**config.mk**
```make
export PLATFORM = sky130hd
export DESIGN_NAME = plab1_imul_zero_run_expander_flat
export DESIGN_NICKNAME = d
export VERILOG_FILES = /design/src/rtl/plab1_imul_zero_run_expander_pkg.sv /design/src/rtl/plab1_imul_zero_run_expander_if.sv /design/src/rtl/plab1_imul_bit_decoder.sv /design/src/rtl/plab1_imul_zero_run_expander.sv /design/src/flat_wrapper.sv
export SDC_FILE = /design/constraint.sdc
export NUM_CORES = 1
export LEC_CHECK = 0
export CORE_AREA = 2 2 40 46
export CTS_CLUSTER_SIZE = 20
export DETAILED_ROUTE_END_ITERATION = 10
export DIE_AREA = 0 0 42 48
export DONT_BUFFER_PORTS = 1
export PLACE_DENSITY = 0.63
export RECOVER_POWER = 50
export SLEW_MARGIN = 20
export SYNTH_ARGS = -nofsm -noshare
export SYNTH_HDL_FRONTEND = slang
export SYNTH_HIERARCHICAL = 1
export SYNTH_SLANG_ARGS = --single-unit
```
**constraint.sdc**
```tcl
create_clock -name clk -period 5.04 [get_ports clk]
set_input_delay 0.504 -clock clk [delete_from_list [all_inputs] [get_ports clk]]
set_output_delay 0.504 -clock clk [all_outputs]
set_load 0.03 [all_outputs]
```
**src/rtl/plab1_imul_zero_run_expander_pkg.sv**
```systemverilog
// plab1_imul_zero_run_expander_pkg: shared imul constants and state encodings for the zero-run expander
package plab1_imul_zero_run_expander_pkg;
  localparam int NBITS_DEF = 8;
  localparam int CW_DEF = 4;
  typedef enum logic {
    ACC = 1'b0,
    OUT = 1'b1
  } state_e;
endpackage

```
**src/rtl/plab1_imul_zero_run_expander_if.sv**
```systemverilog
// plab1_imul_zero_run_expander_if: val/rdy/msg stream channel
//   val/msg: producer to consumer, rdy: consumer to producer
//   master = producer view, slave = consumer view
interface plab1_imul_zero_run_expander_if #(
  parameter int W = 8
);
  logic         val;
  logic         rdy;
  logic [W-1:0] msg;
  modport master(output val, output msg, input rdy);
  modport slave(input val, input msg, output rdy);
endinterface

```
**src/rtl/plab1_imul_bit_decoder.sv**
```systemverilog
// plab1_imul_bit_decoder: maps a bit position to a one-hot fill mask plus a word-complete flag
//   t_i    : target position (one bit wider than a code, so it never wraps)
//   mask_o : one-hot bit t_i, all zero when t_i is past the word
//   done_o : the word is complete once this position is consumed
module plab1_imul_bit_decoder
  import plab1_imul_zero_run_expander_pkg::*;
#(
  parameter int NBITS = NBITS_DEF,
  parameter int CW    = CW_DEF
) (
  input  logic [CW:0]      t_i,
  output logic [NBITS-1:0] mask_o,
  output logic             done_o
);
  assign mask_o = (t_i < (CW+1)'(NBITS)) ? (NBITS'(1) << t_i) : '0;
  // Filling the MSB and overrunning the word both close it.
  assign done_o = t_i >= (CW+1)'(NBITS - 1);
endmodule

```
**src/rtl/plab1_imul_zero_run_expander.sv**
```systemverilog
// plab1_imul_zero_run_expander: rebuilds an operand word from a stream of trailing-zero skip codes
//   clk    : clock
//   reset  : asynchronous active-low reset
//   domain : security domain label, static while active
//   in_if  : skip code stream (code c = c zeros then a one)
//   out_if : reconstructed NBITS-wide word stream
module plab1_imul_zero_run_expander
  import plab1_imul_zero_run_expander_pkg::*;
#(
  parameter int NBITS = NBITS_DEF,
  parameter int CW    = CW_DEF
) (
  input logic                           clk,
  input logic                           reset,
  input logic                           domain,
  plab1_imul_zero_run_expander_if.slave  in_if,
  plab1_imul_zero_run_expander_if.master out_if
);
  state_e           state_q, state_d;
  logic [CW-1:0]    pos_q, pos_d;
  logic [NBITS-1:0] acc_q, acc_d;
  logic [CW-1:0]    c_sat;
  logic [CW:0]      t, t_inc;
  logic [NBITS-1:0] mask;
  logic             done;
  logic             unused_domain;
  assign unused_domain = domain;
  // Oversized codes behave exactly like a full-width skip.
  assign c_sat = (in_if.msg > CW'(NBITS)) ? CW'(NBITS) : in_if.msg;
  assign t     = {1'b0, pos_q} + {1'b0, c_sat};
  assign t_inc = t + (CW+1)'(1);
  plab1_imul_bit_decoder #(.NBITS(NBITS), .CW(CW)) u_dec (
    .t_i   (t),
    .mask_o(mask),
    .done_o(done)
  );
  always_comb begin
    state_d = state_q;
    pos_d   = pos_q;
    acc_d   = acc_q;
    if (state_q == ACC && in_if.val) begin
      acc_d   = acc_q | mask;
      // An empty mask marks a terminator: the position is held.
      pos_d   = |mask ? t_inc[CW-1:0] : pos_q;
      state_d = done ? OUT : ACC;
    end else if (state_q == OUT && out_if.rdy) begin
      acc_d   = '0;
      pos_d   = '0;
      state_d = ACC;
    end
  end
  always_ff @(posedge clk or negedge reset) begin
    if (!reset) begin
      state_q <= ACC;
      pos_q   <= '0;
      acc_q   <= '0;
    end else begin
      state_q <= state_d;
      pos_q   <= pos_d;
      acc_q   <= acc_d;
    end
  end
  assign in_if.rdy  = state_q == ACC;
  assign out_if.val = state_q == OUT;
  assign out_if.msg = acc_q;
endmodule

```
**src/flat_wrapper.sv**
```systemverilog
// flat-port wrapper written by rule: the top's interface ports become plain ports
module plab1_imul_zero_run_expander_flat import plab1_imul_zero_run_expander_pkg::*;
#(
  parameter int NBITS = NBITS_DEF,
  parameter int CW    = CW_DEF
)
  (clk, reset, domain, in_if_val, in_if_msg, in_if_rdy, out_if_val, out_if_msg, out_if_rdy);
  plab1_imul_zero_run_expander_if #(.W(4)) in_if_i ();
  plab1_imul_zero_run_expander_if #(.W(8)) out_if_i ();
  input logic clk;
  input logic reset;
  input logic domain;
  input wire logic [$bits(in_if_i.val)-1:0] in_if_val;
  input wire logic [$bits(in_if_i.msg)-1:0] in_if_msg;
  output wire logic [$bits(in_if_i.rdy)-1:0] in_if_rdy;
  output wire logic [$bits(out_if_i.val)-1:0] out_if_val;
  output wire logic [$bits(out_if_i.msg)-1:0] out_if_msg;
  input wire logic [$bits(out_if_i.rdy)-1:0] out_if_rdy;
  assign in_if_i.val = in_if_val;
  assign in_if_i.msg = in_if_msg;
  assign in_if_rdy = in_if_i.rdy;
  assign out_if_val = out_if_i.val;
  assign out_if_msg = out_if_i.msg;
  assign out_if_i.rdy = out_if_rdy;
  plab1_imul_zero_run_expander #(.NBITS(NBITS), .CW(CW)) u_core (.clk(clk), .reset(reset), .domain(domain), .in_if(in_if_i), .out_if(out_if_i));
endmodule
```
==> results.py <==
metrics = {
    "synth": {
        "yosysTopAreaCellShare_pct": 40.37,
        "syn_inst": 80,
        "synth_nets": 95,
        "yosysWarnings": 6,
        "synth_area_um2": 805.8,
        "syn_area_per_cell_um2": 10.07,
        "synth_top_area_cell": "dfrtp_1",
        "synthTopCellsByArea": "dfrtp_1 40%, a22o_1 8.7%, ha_1 7.8%",
        "ys_types": 26,
        "yosysSeqAreaShare_pct": 40.37,
        "ys_seq_elements": 13,
    },
    "cells_and_area": {
        "final_cell_mix": "13 x dfrtp_1, 8 x nand2_1, 8 x a22o_1",
        "instances_no_fill": 100,
        "final_common_cell": "dfrtp_1",
        "nets": 99,
        "n_antenna_cell": 0,
        "postLayoutCoreUtil_pct": 56.21,
        "drive_above_1_share_pct": 7.229,
        "area_growth_syn_to_layout_pct": 6.056,
    },
    "sta": {
        "setup_tns_ps": 0,
        "finalCriticalPeriod_ps": 2658,
        "setup_viol": 0,
        "rsz0062_at_grt": "no",
        "worst_slew_pin_slew_ps": 628.3,
        "setup_ws_ps": 2382,
        "skew_ps": 3.320,
        "timing.fmax_ghz": 0.3762,
        "hold_viol": 0,
        "hold_ws_ps": 314.0,
        "fin_crit_sh_pct": 52.75,
        "slew-limit-headroom_pct": 58.03,
        "final_max_slew_viol_count": 0,
    },
    "place": {
        "port_buffers": 0,
        "pre_cts_slack_ps": 2163,
        "placed_cells": 95,
        "dpl.hpwl_um": 1100,
        "gp_congestion": 0.8115,
    },
    "setup_path": {
        "startpoint_type": "flip-flop",
        "crit_fanout": 7,
        "critical-path-slowest-cell": "fa_1",
        "required_ps": 5210,
        "cp-end-kind": "flip-flop",
        "critPathMostFrequentCell": "inv_1",
        "critPathKind": "reg2reg",
        "slowest_delay_ps": 440,
        "reg2reg_slack_ps": 2380,
        "worstPathCellList": "ha_1 > inv_1 > fa_1 > inv_1 > or3b_1 > nor3_1 > nor4_1 > a21boi_2 > nor2_1 > a21o_1",
        "crit_family": "simple AND/OR/NAND/NOR gates",
        "critPathArrivalTime_ps": 2830,
        "path_buf_inv": 2,
    },
    "die": {
        "die-area_mm2": 0.002016,
        "chipWidth_um": 42,
        "start_util_pct": 53.00,
        "io_pins": 19,
        "die_h_um": 48,
        "coreArea_mm2": 0.001520,
        "std_cell_rows": 15,
    },
    "detailed_routing": {
        "drc": 0,
        "drtIter0Drc": 19,
        "routed_wirelength_um": 1464,
        "first_pass_iters": 4,
        "wl_per_cell_um": 14.64,
        "vias_per_cell": 5.750,
        "vias": 575,
        "ant_nets": 0,
    },
    "grt": {
        "antenna_found_initial": 0,
        "grt_pass1_vias": 554,
        "grt_overflow": 0,
        "grt_max_degree": 14,
        "grt_pass1_wl_um": 2366,
        "grt_use_total_pct": 16.07,
    },
    "power_and_ir_drop": {
        "powerDensity_mw_per_mm2": 601.9,
        "leakagePower_nw": 0.4194,
        "irDropWorstVdd_mv": 0.3063,
    },
    "clocking": {
        "clk_latency_ps": 270,
        "cts_max_level": 1,
        "postCtsHoldBufs": 1,
        "postCtsSetupRepairBufs": 0,
        "ctsResizeCount": 0,
        "cts_sinks": 13,
        "cts_buffer_depth": 2,
        "cts_tree": "built",
        "cts_buffers": 3,
        "cts_root_buf": "clkbuf_4",
        "path_clk_slew_ps": 80,
    },
    "outcome": {
        "status": "complete, no violations",
    },
    "worst_hold_path": {
        "holdCritPathClass": "in2reg",
    },
    "flow_run": {
        "max_cap_violations": 0,
    },
}
synthesized netlist by cell type:
cell	n
buf_2	1
o21ai_0	4
nor2b_1	4
nor2_1	5
nor3_1	4
dfrtp_1	13
a21o_1	2
xor2_1	1
nand2_1	8
a311o_2	1
a22o_1	8
fa_1	1
nor4_1	2
ha_1	5
a21boi_2	1
inv_1	6
nand2b_1	3
clkbuf_1	1
or3_1	1
or3b_1	2
xnor2_1	2
a21oi_4	1
nor3b_1	1
nand3b_1	1
xnor3_1	1
mux2i_1	1
state kept, by name (all words and copies together), names as in the netlist:
name,flops
u_core/out_if.msg,8
u_core/out_if.val,1
u_core/pos_q,4
worst paths after layout:
check / endpoint / depth (start not counted) / start
setup reg to reg: u_core/pos_q[3] / 10 / u_core/pos_q[0]
max in group asynchronous: u_core/out_if.msg[5] / 1 / reset
hold / removal: u_core/out_if.val / 1 / out_if_rdy
setup / recovery: u_core/pos_q[3] / 10 / u_core/pos_q[0]
hold reg to reg: u_core/pos_q[0] / 2 / u_core/pos_q[0]
min in group asynchronous: u_core/pos_q[1] / 1 / reset
through the flow:
stage / power, mW / instance area (um^2)
2_1_floorplan: 0.4109 / 805.8
3_3_place_gp: 0.4476 / 818.3
3_5_place_dp: 0.4500 / 818.3
4_1_cts: 0.5176 / 854.6
5_1_grt: 0.5531 / 854.6
6_report: 0.5143 / 854.6
layout make-up:
type,instances,area (um^2)
clock buffers,4,26.28
fillers,122,665.6
inverters,6,22.52
multi-input cells,59,449.2
flip-flops and latches,13,325.3
well taps,17,21.27
repair buffers,1,10.01
power by group:
part           switching, mW  leakage (nW)  internal (mW)
registers             0.0817         0.173          0.142
clock network         0.0326        0.0150         0.0307
logic                  0.129         0.231         0.0980
kinds of logic after synthesis:
group	Yosys count	share of synthesized area (%)
xor gates and xnor gates	4	6.056
DFF	13	40.37
buffers and inverters	8	3.881
and+or+nand+nor	31	20.34
AOI/OAI and AO/OA	17	17.86
adders and majority gates	6	10.25
muxes	1	1.242
per-layer routing:
layer / share of wire [%] / track usage (%)
met1: 51 / 23.65
met2: 45 / 23.44
met3: 4.2 / 2.264
met4: 0.48 / 7.742
met5: 0 / 0
Note: power is estimated with default switching activity, not from simulation.
